File: src/rtl/alu_pkg.sv
// Shared ALU definitions: sequencer state encoding, nibble width and op codes.
package alu_pkg;

  localparam int NIBBLE_W = 4;

  localparam logic OP_ADD = 1'b0;
  localparam logic OP_SUB = 1'b1;

  typedef enum logic [1:0] {
    IDLE = 2'd0,
    RUN  = 2'd1,
    DONE = 2'd2
  } state_e;

endpackage

File: src/rtl/cla_4bit.sv
// 4-bit carry-lookahead adder slice; purely combinational, no backpressure.
module cla_4bit
  import alu_pkg::*;
(
  input  logic [NIBBLE_W-1:0] a,
  input  logic [NIBBLE_W-1:0] b,
  input  logic                cin,
  output logic [NIBBLE_W-1:0] sum,
  output logic                cout
);

  logic [NIBBLE_W-1:0] g;
  logic [NIBBLE_W-1:0] p;
  logic [NIBBLE_W-1:0] c;

  assign g = a & b;
  assign p = a ^ b;

  // Every carry is a flat sum-of-products of generate/propagate terms.
  assign c[0] = cin;
  assign c[1] = g[0] | (p[0] & cin);
  assign c[2] = g[1] | (p[1] & g[0]) | (p[1] & p[0] & cin);
  assign c[3] = g[2] | (p[2] & g[1]) | (p[2] & p[1] & g[0])
              | (p[2] & p[1] & p[0] & cin);
  assign cout = g[3] | (p[3] & g[2]) | (p[3] & p[2] & g[1])
              | (p[3] & p[2] & p[1] & g[0]) | (p[3] & p[2] & p[1] & p[0] & cin);

  assign sum = p ^ c;

endmodule

File: src/rtl/serial_addsub_seq.sv
// WIDTH-bit add/sub through one cla_4bit slice, LSB nibble first; out_valid NIB+1 cycles after accept.
// Result held while out_ready is low; in_ready only in IDLE. ALU_FLAGS_EN enables overflow/zero flags.
module serial_addsub_seq
  import alu_pkg::*;
#(
  parameter int WIDTH = 16
) (
  input  logic             clk,
  input  logic             rst_n,
  input  logic             in_valid,
  output logic             in_ready,
  input  logic [WIDTH-1:0] op_a,
  input  logic [WIDTH-1:0] op_b,
  input  logic             sub,
  output logic             out_valid,
  input  logic             out_ready,
  output logic [WIDTH-1:0] result,
  output logic             carry_out,
  output logic             overflow,
  output logic             zero
);

  localparam int NIB   = WIDTH / NIBBLE_W;
  localparam int CNT_W = (NIB > 1) ? $clog2(NIB) : 1;

  state_e           state_q, state_d;
  logic [CNT_W-1:0] cnt_q, cnt_d;
  logic             carry_q, carry_d;
  logic [WIDTH-1:0] a_q, a_d;
  logic [WIDTH-1:0] b_q, b_d;
  logic [WIDTH-1:0] result_q, result_d;
  logic             carry_out_q, carry_out_d;

  logic [NIBBLE_W-1:0] slice_a;
  logic [NIBBLE_W-1:0] slice_b;
  logic [NIBBLE_W-1:0] slice_sum;
  logic                slice_cout;
  logic                last_nib;

  assign slice_a  = a_q[cnt_q*NIBBLE_W +: NIBBLE_W];
  assign slice_b  = b_q[cnt_q*NIBBLE_W +: NIBBLE_W];
  assign last_nib = (cnt_q == CNT_W'(NIB - 1));

  cla_4bit u_slice (
    .a    (slice_a),
    .b    (slice_b),
    .cin  (carry_q),
    .sum  (slice_sum),
    .cout (slice_cout)
  );

  always_comb begin
    state_d     = state_q;
    cnt_d       = cnt_q;
    carry_d     = carry_q;
    a_d         = a_q;
    b_d         = b_q;
    result_d    = result_q;
    carry_out_d = carry_out_q;
    case (state_q)
      IDLE: begin
        if (in_valid) begin
          // B is stored already inverted for subtract; carry-in of 1 completes two's complement.
          a_d     = op_a;
          b_d     = op_b ^ {WIDTH{sub}};
          carry_d = (sub == OP_SUB);
          cnt_d   = '0;
          state_d = RUN;
        end
      end
      RUN: begin
        result_d[cnt_q*NIBBLE_W +: NIBBLE_W] = slice_sum;
        carry_d = slice_cout;
        if (last_nib) begin
          carry_out_d = slice_cout;
          state_d     = DONE;
        end else begin
          cnt_d = cnt_q + 1'b1;
        end
      end
      DONE: begin
        if (out_ready) state_d = IDLE;
      end
      default: state_d = IDLE;
    endcase
  end

  always_ff @(posedge clk or negedge rst_n) begin
    if (!rst_n) begin
      state_q     <= IDLE;
      cnt_q       <= '0;
      carry_q     <= 1'b0;
      a_q         <= '0;
      b_q         <= '0;
      result_q    <= '0;
      carry_out_q <= 1'b0;
    end else begin
      state_q     <= state_d;
      cnt_q       <= cnt_d;
      carry_q     <= carry_d;
      a_q         <= a_d;
      b_q         <= b_d;
      result_q    <= result_d;
      carry_out_q <= carry_out_d;
    end
  end

  assign in_ready  = (state_q == IDLE);
  assign out_valid = (state_q == DONE);
  assign result    = result_q;
  assign carry_out = carry_out_q;

`ifdef ALU_FLAGS_EN
  logic overflow_q, overflow_d;
  logic zero_q, zero_d;

  // Flags are taken from the fully assembled result on the last slice pass.
  always_comb begin
    overflow_d = overflow_q;
    zero_d     = zero_q;
    if ((state_q == RUN) && last_nib) begin
      overflow_d = (a_q[WIDTH-1] == b_q[WIDTH-1]) && (result_d[WIDTH-1] != a_q[WIDTH-1]);
      zero_d     = (result_d == '0);
    end
  end

  always_ff @(posedge clk or negedge rst_n) begin
    if (!rst_n) begin
      overflow_q <= 1'b0;
      zero_q     <= 1'b0;
    end else begin
      overflow_q <= overflow_d;
      zero_q     <= zero_d;
    end
  end

  assign overflow = overflow_q;
  assign zero     = zero_q;
`else
  assign overflow = 1'b0;
  assign zero     = 1'b0;
`endif

endmodule

File: config.mk
export PLATFORM = sky130hd
export DESIGN_NAME = serial_addsub_seq
export DESIGN_NICKNAME = d
export VERILOG_FILES = /design/src/rtl/alu_pkg.sv /design/src/rtl/cla_4bit.sv /design/src/rtl/serial_addsub_seq.sv
export SDC_FILE = /design/constraint.sdc
export NUM_CORES = 1
export LEC_CHECK = 0
export CORE_ASPECT_RATIO = 1.2
export CORE_MARGIN = 1.5
export CORE_UTILIZATION = 50
export DETAILED_ROUTE_END_ITERATION = 6
export PLACE_DENSITY = 0.9
export REMOVE_ABC_BUFFERS = 1
export SLEW_MARGIN = 20
export SYNTH_ARGS = -nofsm -noshare
export SYNTH_HDL_FRONTEND = slang
export SYNTH_SLANG_ARGS = --single-unit
File: constraint.sdc
create_clock -name clk -period 7.6 [get_ports clk]
set_input_delay 0.76 -clock clk [delete_from_list [all_inputs] [get_ports clk]]
set_output_delay 0.76 -clock clk [all_outputs]
set_load 0.05 [all_outputs]
==> results.json <==
{
  "status": "completed",
  "synth_area_mm2": 0.00262,
  "h-tree-depth": 2,
  "synth.top_cell.area_share_pct": 51.6,
  "min_period_over_period_pct": 36.3,
  "register_area_mm2": 0.00135,
  "clock_latency_ns": 0.31,
  "routedWlPerCell_um": 15.4,
  "synth-seq-cells": 54,
  "synthTopCellsByArea": "dfrtp_1 (52%), mux2_2 (7.3%), mux4_2 (6.9%), a22o_1 (5.7%), xnor2_1 (5.7%)",
  "ys.flop_type": "dfrtp_1",
  "hold_path.class": "input pin to asynchronous set/reset pin",
  "start_util_pct": 52.6,
  "cts_made_buffers": 5,
  "r2r_slack_ns": 4.84,
  "yosysMostFrequentCell": "dfrtp_1",
  "die_x_um": 69.1,
  "cts_hold_buf": 0,
  "synthArstFlopShare_pct": 100,
  "drc": 0,
  "yosysWarnings": 0,
  "arrival_ns": 3.01,
  "power_leakage_nw": 1.39,
  "top_layer_used": "met4",
  "tritoncts": "done",
  "syn_inst": 209,
  "worst_pin_slew_ns": 0.913,
  "gr-total-overflow": 0,
  "p_total_w": 0.00158,
  "finalSetupTns_ns": 0,
  "core-area_mm2": 0.00497,
  "grt_pass1_vias": 1749,
  "multiInputGateArea_mm2": 0.00118,
  "synth_cell_types": 29,
  "yosysTopAreaCell": "dfrtp_1",
  "fin_nets": 310,
  "routabilityCongestion": 0.843,
  "cp-startpoint": "cnt_q[0]$_DFFE_PN0P_",
  "n_fill_cell": 422,
  "num_rows": 28,
  "ant_nets": 0,
  "wl_met2_um": 2690,
  "crit_end": "result[11]$_DFFE_PN0P_",
  "cts.sinks": 54,
  "vias_per_cell": 5.45,
  "syn_area_per_cell_um2": 12.5,
  "totalWireLength_um": 4960,
  "io_buffer_count": 55,
  "dp_hpwl_um": 3790,
  "die_h_um": 82.3,
  "setup_viol": 0,
  "crit_path_max_fanout": 15,
  "drt-initial-drc-count": 77,
  "clkSlewWorstSetupHoldPaths_ns": 0.09,
  "drive_above_1_share_pct": 14.1,
  "die-area_mm2": 0.00568,
  "fin_worst_skew_ns": 0.00596,
  "rsz0062_at_grt": "no",
  "placed_area_mm2": 0.00319,
  "antenna_found_initial": 0,
  "grt_start_max_net_pins": 51,
  "slew_violations": 0,
  "antenna_cells": 0,
  "maxCapViolations": 0,
  "worst_r2r_endpoint": "result[11]$_DFFE_PN0P_",
  "clockRootBuffer": "clkbuf_8",
  "routed-via-count": 1756,
  "irDropWorstVdd_mv": 0.218,
  "crit_required_ns": 7.85,
  "syn_to_final_growth_pct": 25.7,
  "reg2reg_from": "cnt_q[0]$_DFFE_PN0P_",
  "dr.pass1.iters": 4,
  "startpoint_type": "register",
  "max_freq_ghz": 0.362,
  "ff2ff_path_depth": 6,
  "postCtsSetupBuffers": 0,
  "met1_length_um": 2020,
  "pin_count": 58,
  "post_cts_resized": 0,
  "grt_pass1_wl_um": 8540,
  "hold_viol_final": 0,
  "p_per_area_mw_per_mm2": 480,
  "relSlewSlack_pct": 39.0,
  "fin_crit_ns": 2.76,
  "dr_wl_met3_um": 197,
  "crit_type": "register to register",
  "grt.total_usage_pct": 19.1,
  "synth_edf_count": 0,
  "synth_commonest_cells": "dfrtp_1 (54), a21oi_1 (21), nor2_1 (20)",
  "cts_buffer_depth": 2,
  "cp-end-kind": "register",
  "final_area_mm2": 0.00329,
  "ys_seq_area_share_pct": 51.6
}
[metal layers]
layer,global-route usage [%],vias up
met1,23.5,869
met2,34.4,49
met4,5.29,0
met5,0,-
li1,-,832
met3,3.88,6
[critical path, cell delays in order (launching register included)]
cell	delay (ns)
dfrtp_1	0.83
mux4_2	0.65
ha_1	0.33
a21oi_1	0.08
o21ai_0	0.29
xor2_1	0.33
a22o_1	0.20
[sequential cells by signal (all words and copies together), names as in the netlist]
name	flops
a_q	16
b_q	16
carry_out	1
carry_q	1
cnt_q	2
result	16
state_q	2
[layout by cell type (no fill, tap or decap), types with 2 or more instances in the layout]
cell / n
ha_1: 11
nand2b_1: 2
xnor2_1: 17
nand2_1: 9
clkbuf_1: 2
dfrtp_1: 54
a22o_1: 17
a21oi_1: 21
conb_1: 2
xor2_1: 2
nor2_1: 20
nor4_2: 2
clkbuf_8: 5
inv_1: 4
mux4_2: 8
clkdlybuf4s50_1: 54
mux2_2: 17
o21ai_0: 2
[worst min-delay path by stage]
stage / start / end / slack (ns) / depth (start not counted)
finish: rst_n / a_q[0]$_DFFE_PN0P_ / 0.44 / 1
global route: rst_n / a_q[6]$_DFFE_PN0P_ / 0.48 / 1
CTS: rst_n / a_q[10]$_DFFE_PN0P_ / 0.46 / 1
detailed placement: result[6]$_DFFE_PN0P_ / result[6]$_DFFE_PN0P_ / 0.49 / 1
global placement: result[11]$_DFFE_PN0P_ / result[11]$_DFFE_PN0P_ / 0.49 / 1
floorplan: rst_n / a_q[0]$_DFFE_PN0P_ / 0.46 / 0
[cell families after synthesis]
logic type      synth area share, %
fa+ha+maj                      6.02
mux                            14.6
compound gates                 10.7
buf+inv                        3.58
other cells                   0.143
flops                          51.6
xor+xnor                       6.35
simple gates                   7.07
[power breakdown]
group / internal (W) / leakage [nW] / switching [W] / total [W]
combinational: 0.000376 / 0.678 / 0.000494 / 0.000869
clock: 0.0000987 / 0.0524 / 0.0000908 / 0.000190
sequential: 0.000418 / 0.655 / 0.000105 / 0.000523
[metrics by stage]
stage,utilization [%],instances,hold slack [ns],worst slack (ns)
6_report,66.2,322,0.445,4.84
5_1_grt,66.2,322,0.483,4.65
4_1_cts,66.2,322,0.465,4.81
3_5_place_dp,64.0,314,0.486,4.83
3_3_place_gp,63.6,313,0.487,4.99
2_1_floorplan,-,198,0.464,5.04
[cell type report]
class	count	area share (%)
Multi-Input combinational cell	140	35.8
Clock buffer	7	2.32
Tap cell	60	2.28
Clock inverter	1	0.912
Sequential cell	54	41.0
Timing Repair Buffer	56	17.2
Inverter	4	0.456
Power figures use the tool's default switching activity.
